`config.mk`:
```
export PLATFORM = sky130hd
export DESIGN_NAME = top
export DESIGN_NICKNAME = d
export VERILOG_FILES = /design/src/rtl/sorter_pkg.sv /design/src/rtl/merge_unit.sv /design/src/rtl/top.sv
export SDC_FILE = /design/constraint.sdc
export NUM_CORES = 1
export LEC_CHECK = 0
export CAP_MARGIN = 20
export CORE_AREA = 2 2 333 335
export DETAILED_ROUTE_END_ITERATION = 8
export DIE_AREA = 0 0 335 337
export MAX_ROUTING_LAYER = met4
export SLEW_MARGIN = 15
export SYNTH_ARGS = -nofsm -noshare
export SYNTH_HDL_FRONTEND = slang
export SYNTH_SLANG_ARGS = --single-unit
export TNS_END_PERCENT = 1
```
`constraint.sdc`:
```
create_clock -name clk -period 18.2 [get_ports clk]
set_input_delay 1.82 -clock clk [delete_from_list [all_inputs] [get_ports clk]]
set_output_delay 1.82 -clock clk [all_outputs]
set_load 0.01 [all_outputs]
```
`src/rtl/sorter_pkg.sv`:
```
// Shared types and constants for the streaming merge sorter.
// Holds the word/index widths, the controller state enum and small helpers used by
// both the top level and the merge datapath.
// Optional feature macro: SORT_DESCEND_EN (consumed in merge_unit.sv).
package sorter_pkg;

  localparam int unsigned DATA_W    = 8;
  localparam int unsigned DEPTH     = 32;
  localparam int unsigned LOG_DEPTH = 5;
  // Counts and pointers must represent DEPTH itself, hence one extra bit.
  localparam int unsigned IDX_W     = LOG_DEPTH + 1;
  localparam int unsigned PASS_W    = 3;

  typedef logic [DATA_W-1:0]    word_t;
  typedef logic [IDX_W-1:0]     idx_t;
  typedef logic [LOG_DEPTH-1:0] addr_t;
  typedef logic [PASS_W-1:0]    pass_t;

  typedef enum logic [1:0] {
    StLoad,
    StSort,
    StDrain
  } state_e;

  // ceil(log2(cnt)) for cnt in 1..DEPTH.
  function automatic pass_t num_passes(idx_t cnt);
    pass_t p;
    p = '0;
    for (int unsigned i = 0; i < LOG_DEPTH; i++) begin
      if ((idx_t'(1) << i) < cnt) p = pass_t'(i + 1);
    end
    return p;
  endfunction

  function automatic idx_t min_idx(idx_t a, idx_t b);
    return (a < b) ? a : b;
  endfunction

endpackage

```
`src/rtl/merge_unit.sv`:
```
// Combinational step of one bottom-up merge pass.
// Given the current pass index (run width = 1 << pass), the frame length, the left/right
// source read pointers, the destination write pointer and the two source words, it picks
// the next element, and computes the pointers for the following cycle, including the
// hop to the next run pair and the restart for the next pass.
// Ports:
//   active_i    - a merge step happens this cycle (drives wr_en_o)
//   pass_i      - current pass index
//   cnt_i       - frame length (1..DEPTH)
//   lptr_i/rptr_i/wptr_i - left, right and destination pointers
//   src_l_i/src_r_i      - source words at lptr_i / rptr_i
//   wr_en_o/wr_data_o    - destination write strobe and word
//   lptr_o/rptr_o/wptr_o - pointers for the next step
//   pass_done_o          - this step writes the last element of the pass
// Optional feature: SORT_DESCEND_EN selects a descending merge comparator.
module merge_unit
  import sorter_pkg::*;
(
  input  logic  active_i,
  input  pass_t pass_i,
  input  idx_t  cnt_i,
  input  idx_t  lptr_i,
  input  idx_t  rptr_i,
  input  idx_t  wptr_i,
  input  word_t src_l_i,
  input  word_t src_r_i,
  output logic  wr_en_o,
  output word_t wr_data_o,
  output idx_t  lptr_o,
  output idx_t  rptr_o,
  output idx_t  wptr_o,
  output logic  pass_done_o
);

  idx_t run_w;
  idx_t blk_w;
  idx_t base;
  idx_t mid;
  idx_t blk_end;
  idx_t wnext;
  logic l_avail;
  logic r_avail;
  logic l_wins;
  logic take_left;

  always_comb begin
    run_w   = idx_t'(1) << pass_i;
    blk_w   = run_w << 1;
    // Run pairs are aligned to 2*run_w, so the pair base falls out of the write pointer.
    base    = wptr_i & ~(blk_w - idx_t'(1));
    mid     = min_idx(base + run_w, cnt_i);
    blk_end = min_idx(base + blk_w, cnt_i);

    l_avail = (lptr_i < mid);
    r_avail = (rptr_i < blk_end);
`ifdef SORT_DESCEND_EN
    l_wins  = (src_l_i >= src_r_i);
`else
    l_wins  = (src_l_i <= src_r_i);
`endif
    // Ties go left, which keeps the merge stable.
    take_left = l_avail && (!r_avail || l_wins);

    wr_en_o   = active_i;
    wr_data_o = take_left ? src_l_i : src_r_i;

    wnext       = wptr_i + idx_t'(1);
    pass_done_o = (wnext == cnt_i);

    if (pass_done_o) begin
      // Next pass: run width doubles to blk_w.
      lptr_o = '0;
      rptr_o = min_idx(blk_w, cnt_i);
      wptr_o = '0;
    end else if (wnext == blk_end) begin
      lptr_o = wnext;
      rptr_o = min_idx(wnext + run_w, cnt_i);
      wptr_o = wnext;
    end else begin
      lptr_o = lptr_i + idx_t'(take_left);
      rptr_o = rptr_i + idx_t'(!take_left);
      wptr_o = wnext;
    end
  end

endmodule

```
`src/rtl/top.sv`:
```
// 32-entry streaming merge sorter, top level.
// LOAD captures one frame into buffer A, SORT runs ceil(log2(count)) bottom-up merge
// passes ping-ponging between buffers A and B (one element per cycle), DRAIN streams the
// sorted frame out with valid/last framing.
// Ports:
//   clk, rst_n          - clock, asynchronous active-low reset
//   in, valid_in, last_in - input word stream; last_in closes the frame
//   out, valid_out, last_out - registered sorted output stream
//   ready               - high while words are accepted (LOAD only)
// Optional feature: SORT_DESCEND_EN (descending order, see merge_unit.sv).
module top
  import sorter_pkg::*;
(
  input  logic              clk,
  input  logic              rst_n,
  input  logic [DATA_W-1:0] in,
  input  logic              valid_in,
  input  logic              last_in,
  output logic [DATA_W-1:0] out,
  output logic              valid_out,
  output logic              last_out,
  output logic              ready
);

  state_e state_q, state_d;
  idx_t   cnt_q, cnt_d;
  pass_t  npass_q, npass_d;
  pass_t  pass_q, pass_d;
  idx_t   lptr_q, lptr_d;
  idx_t   rptr_q, rptr_d;
  idx_t   wptr_q, wptr_d;
  word_t  out_q, out_d;
  logic   valid_q, valid_d;
  logic   last_q, last_d;
  logic   ready_q, ready_d;

  word_t  buf_a_q [DEPTH];
  word_t  buf_b_q [DEPTH];
  logic   a_we;
  logic   b_we;
  addr_t  wr_addr;
  word_t  wr_data;

  word_t  src_l;
  word_t  src_r;
  word_t  drain_word;

  logic   mu_active;
  logic   mu_wr_en;
  word_t  mu_data;
  idx_t   mu_lptr;
  idx_t   mu_rptr;
  idx_t   mu_wptr;
  logic   mu_done;

  // Even passes read A and write B; odd passes read B and write A.
  always_comb begin
    src_l = pass_q[0] ? buf_b_q[lptr_q[LOG_DEPTH-1:0]] : buf_a_q[lptr_q[LOG_DEPTH-1:0]];
    src_r = pass_q[0] ? buf_b_q[rptr_q[LOG_DEPTH-1:0]] : buf_a_q[rptr_q[LOG_DEPTH-1:0]];
    // After an odd number of passes the result sits in B.
    drain_word = npass_q[0] ? buf_b_q[wptr_q[LOG_DEPTH-1:0]] : buf_a_q[wptr_q[LOG_DEPTH-1:0]];
  end

  merge_unit u_merge (
    .active_i    (mu_active),
    .pass_i      (pass_q),
    .cnt_i       (cnt_q),
    .lptr_i      (lptr_q),
    .rptr_i      (rptr_q),
    .wptr_i      (wptr_q),
    .src_l_i     (src_l),
    .src_r_i     (src_r),
    .wr_en_o     (mu_wr_en),
    .wr_data_o   (mu_data),
    .lptr_o      (mu_lptr),
    .rptr_o      (mu_rptr),
    .wptr_o      (mu_wptr),
    .pass_done_o (mu_done)
  );

  always_comb begin
    state_d   = state_q;
    cnt_d     = cnt_q;
    npass_d   = npass_q;
    pass_d    = pass_q;
    lptr_d    = lptr_q;
    rptr_d    = rptr_q;
    wptr_d    = wptr_q;
    out_d     = out_q;
    valid_d   = valid_q;
    last_d    = last_q;
    a_we      = 1'b0;
    b_we      = 1'b0;
    wr_addr   = wptr_q[LOG_DEPTH-1:0];
    wr_data   = mu_data;
    mu_active = 1'b0;

    unique case (state_q)
      StLoad: begin
        valid_d = 1'b0;
        last_d  = 1'b0;
        if (valid_in) begin
          a_we    = 1'b1;
          wr_addr = cnt_q[LOG_DEPTH-1:0];
          wr_data = in;
          cnt_d   = cnt_q + 1'b1;
          if (last_in || (cnt_q == idx_t'(DEPTH - 1))) begin
            state_d = StSort;
            npass_d = num_passes(cnt_q + 1'b1);
            pass_d  = '0;
            lptr_d  = '0;
            rptr_d  = idx_t'(1);
            wptr_d  = '0;
          end
        end
      end

      StSort: begin
        if (pass_q == npass_q) begin
          state_d = StDrain;
          wptr_d  = '0;
        end else begin
          mu_active = 1'b1;
          a_we      = mu_wr_en && pass_q[0];
          b_we      = mu_wr_en && !pass_q[0];
          wr_addr   = wptr_q[LOG_DEPTH-1:0];
          wr_data   = mu_data;
          lptr_d    = mu_lptr;
          rptr_d    = mu_rptr;
          wptr_d    = mu_wptr;
          if (mu_done) pass_d = pass_q + 1'b1;
        end
      end

      StDrain: begin
        if (wptr_q < cnt_q) begin
          out_d   = drain_word;
          valid_d = 1'b1;
          last_d  = (wptr_q == cnt_q - 1'b1);
          wptr_d  = wptr_q + 1'b1;
        end else begin
          // One cycle after the last beat: close framing and reopen for input.
          valid_d = 1'b0;
          last_d  = 1'b0;
          cnt_d   = '0;
          state_d = StLoad;
        end
      end

      default: state_d = StLoad;
    endcase

    ready_d = (state_d == StLoad);
  end

  always_ff @(posedge clk or negedge rst_n) begin
    if (!rst_n) begin
      state_q <= StLoad;
      cnt_q   <= '0;
      npass_q <= '0;
      pass_q  <= '0;
      lptr_q  <= '0;
      rptr_q  <= '0;
      wptr_q  <= '0;
      out_q   <= '0;
      valid_q <= 1'b0;
      last_q  <= 1'b0;
      ready_q <= 1'b1;
    end else begin
      state_q <= state_d;
      cnt_q   <= cnt_d;
      npass_q <= npass_d;
      pass_q  <= pass_d;
      lptr_q  <= lptr_d;
      rptr_q  <= rptr_d;
      wptr_q  <= wptr_d;
      out_q   <= out_d;
      valid_q <= valid_d;
      last_q  <= last_d;
      ready_q <= ready_d;
    end
  end

  // Buffer storage carries no reset; contents are always written before being read.
  always_ff @(posedge clk) begin
    if (a_we) buf_a_q[wr_addr] <= wr_data;
    if (b_we) buf_b_q[wr_addr] <= wr_data;
  end

  assign out       = out_q;
  assign valid_out = valid_q;
  assign last_out  = last_q;
  assign ready     = ready_q;

endmodule

```
==> results.cfg, run 1 <==
[final_layout]
seq_area_um2 = 16500
utilization_pct = 33.7
fillCellCount = 10300
final_common_cell = edfxtp_1
fin_nets = 1946
drive_gt1_share_pct = 38.6
multi_input_area_um2 = 15500
mostFrequentLayoutCells = 512 x edfxtp_1, 504 x mux4_2, 114 x nor2_1, 92 x buf_4, 68 x ha_1
area_growth_pct = 13.0

[setup_path]
critical_path_class = reg2reg
path_delay_family = simple AND/OR/NAND/NOR gates
cpPeakStageDelay_ns = 0.77
crit_path_end_kind = flop
regToRegSetupSlack_ns = 10.71
worstPathMaxFanout = 33
r2r-end = buf_a_q[15][6]
crit_top_cell = ha_1
critical_path.startpoint_type = flop
cpMaxStageDelayCell = a21oi_4
r2r-start = pass_q[1]
worstPathArrival_ns = 7.91
worst-r2r-cell-count = 25
path_buf_inv = 5
required_ns = 18.62

[yosys]
ys_types = 70
synthTopCellsByArea = edfxtp_1 47%, mux4_2 35%, dfrtp_1 3.2%
ys_warn_count = 0
yosysTopAreaCell = edfxtp_1
synthCells = 1838
syn_avg_cell_area_um2 = 17.8
syn_area_um2 = 32600
async_reset_ff_share_pct = 7.75
synth_top_cell_area_share_pct = 47.1
synth_nets = 1918
ys_seq_area_share_pct = 50.4
yosys_register_bits = 555
synth_edf_count = 512
synth_top_flop_cell = edfxtp_1

[power_and_ir_drop]
total_power_mw = 5.23
powerDensity_nw_per_um2 = 142
irDropWorstVdd_uv = 135
leakage_nw = 11.4

[placement]
hpwlAfterDp_um = 66200
post-place-ws_ns = 10.85
finalWeightedCongestion = 0.923
io_buffers = 22

[sta]
tns_ns = 0
drv_slew = 0
setup_viol = 0
fin_skew_ns = 0.0277
max_freq_ghz = 0.134
hold_viol_final = 0
relSlewSlack_pct = 26.8
fin_crit_ns = 7.49
layout_setup_ws_ns = 10.71
hold_slack_ns = 0.490
tightest_slew_ns = 1.10
fin_crit_sh_pct = 41.2
rsz0062_at_grt = no

[hold_path]
min_to = last_out
hold_path_class = reg2reg
min-delay-start = last_out
hold_path_depth = 2

[floorplanning]
fp.dieW_um = 335
io_pins = 23
initial_core_util_pct = 29.8
rows = 122
core_area_um2 = 110000
die-area_um2 = 113000
die_h_um = 337

[global_routing]
grt_pass1_vias = 20100
track_usage_pct = 18.6
grt_overflow_total = 0
antenna_found_initial = 4
grt_max_degree = 65
grt_pass1_wl_um = 148000

[clock_network]
htreeDepth = 2
clkTransAtPathRegs_ns = 0.06
numClockSinks = 555
cts_buffers = 60
root_buffer = clkbuf_16
postCtsSetupBuffers = 0
tritoncts = built
clk_latency_ns = 0.66
cts_resized = 0
hold_buffers = 0
cts_buffer_depth = 3

[drt]
drt-total-wl_um = 102000
vias = 19800
avgViaCountPerCell = 5.93
first_pass_iters = 5
avgRoutedWirePerCell_um = 30.5
postRouteAntennaNets = 0
post-route-drc-count = 0
drt_iter0_drc = 2802

[flow_run]
maxCapViolations = 0

[run_status]
status = completed
## per-layer routing
metal / track usage (%) / routed length, um / up-vias
met4: 7.60 / 4720 / 0
met1: 23.3 / 38600 / 10600
li1: - / - / 7921
met2: 30.0 / 49700 / 1058
met3: 3.44 / 8930 / 237
met5: - / 0 / -
## metrics by stage
step                instances  instance area, um^2
detailed placement       3229                34800
global route             3344                36900
finish                   3345                36900
floorplan                1838                32600
global placement         3225                34800
CTS                      3341                36900
## cell usage after synthesis (3+ instances only)
library cell,count
clkbuf_1,75
nand4_1,8
nor2_1,116
and2_1,8
a21oi_1,43
dfrtp_1,42
a211oi_1,3
buf_6,4
buf_2,35
o21ai_1,11
and3_1,5
o31a_1,4
ha_1,68
mux2i_1,35
nor2b_1,6
o31ai_1,15
a221o_1,3
nor3_1,11
edfxtp_1,512
maj3_1,6
xnor2_1,29
mux4_2,504
xor2_1,13
o21ai_0,34
nand2_1,58
buf_1,36
nor4_1,3
mux2_2,9
a21o_1,15
o21a_1,6
nand3_1,24
nand2b_1,11
inv_1,38
## cell type report
class,count,area share (%)
Sequential cell,555,44.7
Multi-Input combinational cell,1089,42.0
Inverter,43,0.441
Antenna cell,3,0.0203
Timing Repair Buffer,117,2.55
Clock buffer,67,4.14
Clock inverter,45,1.37
Tap cell,1426,4.84
## registers in the layout (all words and copies together) (netlist names)
name       count
lptr_q         6
buf_b_q      256
npass_q        3
valid_out      1
last_out       1
out            8
rptr_q         6
pass_q         3
buf_a_q      256
cnt_q          6
wptr_q         6
state_q        2
ready          1
## report_power, final
part | leakage [nW] | switching (mW) | internal, mW
registers | 5.12 | 0.117 | 1.81
clock network | 0.984 | 0.534 | 0.735
logic | 5.32 | 1.20 | 0.836
total | 11.4 | 1.85 | 3.38
## worst max-delay path by stage
stage	depth (start not counted)	start	slack, ns	endpoint
after floorplan	25	pass_q[0]	10.56	buf_a_q[0][0]
after global placement	17	lptr_q[0]	10.93	buf_a_q[12][6]
after detailed placement	25	pass_q[1]	10.85	buf_a_q[12][6]
after CTS	25	pass_q[1]	10.82	buf_a_q[12][6]
after global routing	25	pass_q[1]	10.23	buf_a_q[12][6]
final	25	pass_q[1]	10.71	buf_a_q[15][6]
## worst min-delay path, delay by kind of cell (launching register included)
kind	cells	cell delay [ns]
flip-flops	1	0.36
AND/OR/NAND/NOR	2	0.10
## logic make-up after synthesis
kind of cell / share of synthesized area [%]
mux: 36.2
xor+xnor: 1.25
compound gates: 3.36
flops: 50.4
simple gates: 3.51
fa+ha+maj: 2.79
buf+inv: 2.47
No activity file was read; power rests on OpenSTA's default activity.
==> inputs of run 2 (changes only) <==
==> constraint.sdc (replaced) <==
create_clock -name clk -period 7.65 [get_ports clk]
set_input_delay 0.765 -clock clk [delete_from_list [all_inputs] [get_ports clk]]
set_output_delay 0.765 -clock clk [all_outputs]
set_load 0.01 [all_outputs]
==> run 2 against run 1 <==
Global-route usage is 0.11 points higher. Count of clock-buffer cells in the layout is 5 lower. Wire length increased by 0.74%. Register-to-register slack lost 10 ns. Hold slack got worse by 0.22 ns. Worst setup slack lost 10 ns. Via count decreased by 0.58%. Utilization is 0.30 points higher. Sequential power is 140% higher. Die area unchanged. Clock power rose to 2.5 times the previous value. Clock skew decreased by 0.0026 ns. Critical path type unchanged. Highest routed layer unchanged.
==> results.cfg, run 2 (synthesized netlist as in run 1, its figures left out) <==
[floorplanning]
die-area_um2 = 113000
die_h_um = 337
rows = 122
initial_core_util_pct = 29.8
fp.dieW_um = 335
io_pins = 23
core_area_um2 = 110000

[sta]
tns_ns = 0
fin_skew_ns = 0.0251
fin_crit_sh_pct = 93.0
fin_crit_ns = 7.11
tightest_slew_ns = 1.20
setup_viol = 0
relSlewSlack_pct = 19.9
max_freq_ghz = 0.141
rsz0062_at_grt = no
hold_viol_final = 0
drv_slew = 0

[drt]
postRouteAntennaNets = 0
avgViaCountPerCell = 5.88
vias = 19700
avgRoutedWirePerCell_um = 30.7
first_pass_iters = 7
drt-total-wl_um = 103000
drt_iter0_drc = 2592
post-route-drc-count = 0

[final_layout]
fin_nets = 1954
final_common_cell = edfxtp_1
fillCellCount = 10300
mostFrequentLayoutCells = 512 x edfxtp_1, 504 x mux4_2, 111 x nor2_1, 88 x buf_4, 68 x ha_1
area_growth_pct = 14.1
drive_gt1_share_pct = 39.5
seq_area_um2 = 16500
multi_input_area_um2 = 15500

[global_routing]
grt_pass1_vias = 20100
grt_max_degree = 141
grt_overflow_total = 0
antenna_found_initial = 5
track_usage_pct = 18.8
grt_pass1_wl_um = 148000

[setup_path]
cpMaxStageDelayCell = a21oi_4
critical_path.startpoint_type = flop
r2r-end = buf_a_q[2][5]
worstPathMaxFanout = 33
critical_path_class = reg2reg
cpPeakStageDelay_ns = 0.80
crit_path_end_kind = flop
crit_top_cell = ha_1
r2r-start = pass_q[1]
required_ns = 8.05
path_buf_inv = 6
path_delay_family = compound AO/OA/AOI/OAI gates
worst-r2r-cell-count = 26
regToRegSetupSlack_ns = 0.54
worstPathArrival_ns = 7.51

[placement]
io_buffers = 22
finalWeightedCongestion = 0.919
hpwlAfterDp_um = 67500

[power_and_ir_drop]
irDropWorstVdd_uv = 293
seqPwrFrac_pct = 36.2
pwr-share-clk_pct = 25.1
leakage_nw = 11.5
p_switching_mw = 4.42
power.internal_mw = 8.27
combPwrFrac_pct = 38.8
powerDensity_nw_per_um2 = 341
total_power_mw = 12.7
swShare_pct = 34.8

[clock_network]
numClockSinks = 555
root_buffer = clkbuf_16
clk_latency_ns = 0.63
tritoncts = built
clkTransAtPathRegs_ns = 0.06
cts_buffers = 58
htreeDepth = 2
cts_buffer_depth = 3
cts_resized = 0
hold_buffers = 0
postCtsSetupBuffers = 0

[hold_path]
hold_path_class = in2async

[run_status]
status = completed

[flow_run]
maxCapViolations = 0
[run 2: cell types whose count changed in the layout (fill, tap and decap cells not counted), moves of 3 or more]
cell / previous run / this run
clkinv_1: 16 / 9
buf_6: 3 / 6
bufinv_16: 9 / 15
nor2_2: 2 / 5
clkinv_4: 0 / 4
buf_4: 92 / 88
buf_12: 0 / 10
clkinv_2: 14 / 8
clkinvlp_4: 5 / 10
nor2_1: 114 / 111
clkbuf_1: 7 / 3
[run 2: stage by stage]
step                      util, %  cells  setup slack [ns]  instance area (um^2)  hold slack [ns]
after CTS                    33.9   3345             0.684                 37200            0.296
after floorplan                 -   1838            0.0111                 32600            0.469
final                        34.0   3352             0.536                 37200            0.273
after detailed placement     32.0   3237             0.747                 35000            0.463
after global routing         34.0   3350             0.134                 37200            0.333
after global placement       31.9   3231             0.817                 35000            0.459
[run 2: final cells by class]
type,count,area share [%]
sequential,555,44.3
timing repair buffer,127,3.09
antenna,4,0.0269
clock buffer,62,4.00
tap,1426,4.79
clock inverter,46,1.74
inverter,43,0.437
multi-input combinational,1089,41.6
[run 2: power groups by stage]
| stage | clock network, mW | logic [mW] | registers [mW] |
|---|---|---|---|
| after global routing | 3.33 | 5.18 | 4.61 |
| after global placement | 0 | 4.74 | 4.64 |
| after detailed placement | 0 | 4.86 | 4.65 |
| after CTS | 3.22 | 4.87 | 4.59 |
| final | 3.18 | 4.92 | 4.59 |
| after floorplan | 0 | 3.20 | 4.51 |
[run 2: worst max-delay path by stage]
| stage | startpoint | endpoint | depth (start not counted) |
|---|---|---|---|
| 2_1_floorplan | pass_q[0] | buf_a_q[0][0] | 25 |
| 3_3_place_gp | pass_q[1] | buf_a_q[13][5] | 26 |
| 3_5_place_dp | pass_q[1] | buf_a_q[11][5] | 26 |
| 4_1_cts | pass_q[1] | buf_a_q[2][5] | 26 |
| 5_1_grt | pass_q[1] | buf_a_q[30][6] | 26 |
| 6_report | pass_q[1] | buf_a_q[2][5] | 26 |
[run 2: routing by layer]
layer,part of all wire [%],GRT usage (%),routed length [um]
met1,38,23.3,39500
met2,49,30.7,50800
met3,8.1,3.52,8330
met4,4.0,6.74,4100
met5,0,-,0
[run 2: worst register-to-register path: stages (launching register included)]
cell and delay (ns):
dfrtp_1 0.44, inv_1 0.11, ha_1 0.26, nor2b_1 0.15, buf_4 0.17, inv_1 0.08
ha_1 0.28, and2_1 0.22, a221oi_2 0.26, nor3_1 0.09, or3_4 0.41, and2_1 0.17
ha_1 0.31, a21oi_1 0.17, o21ai_1 0.16, nor2_1 0.57, mux2_2 0.42, inv_1 0.06
ha_1 0.21, o21a_1 0.10, o21ai_0 0.17, nand4_1 0.16, o311ai_2 0.14, buf_4 0.30
mux2i_1 0.15, a21oi_4 0.80, buf_4 0.51
==> inputs of run 3 (changes only) <==
--- a/config.mk
+++ b/config.mk
@@ -7,6 +7,7 @@
 export LEC_CHECK = 0
 export CAP_MARGIN = 20
 export CORE_AREA = 2 2 333 335
+export CTS_CLUSTER_SIZE = 16
 export DETAILED_ROUTE_END_ITERATION = 8
 export DIE_AREA = 0 0 335 337
 export MAX_ROUTING_LAYER = met4
==> results of run 3 <==
The final DEF is identical to that of run 2; final timing and power are the same.
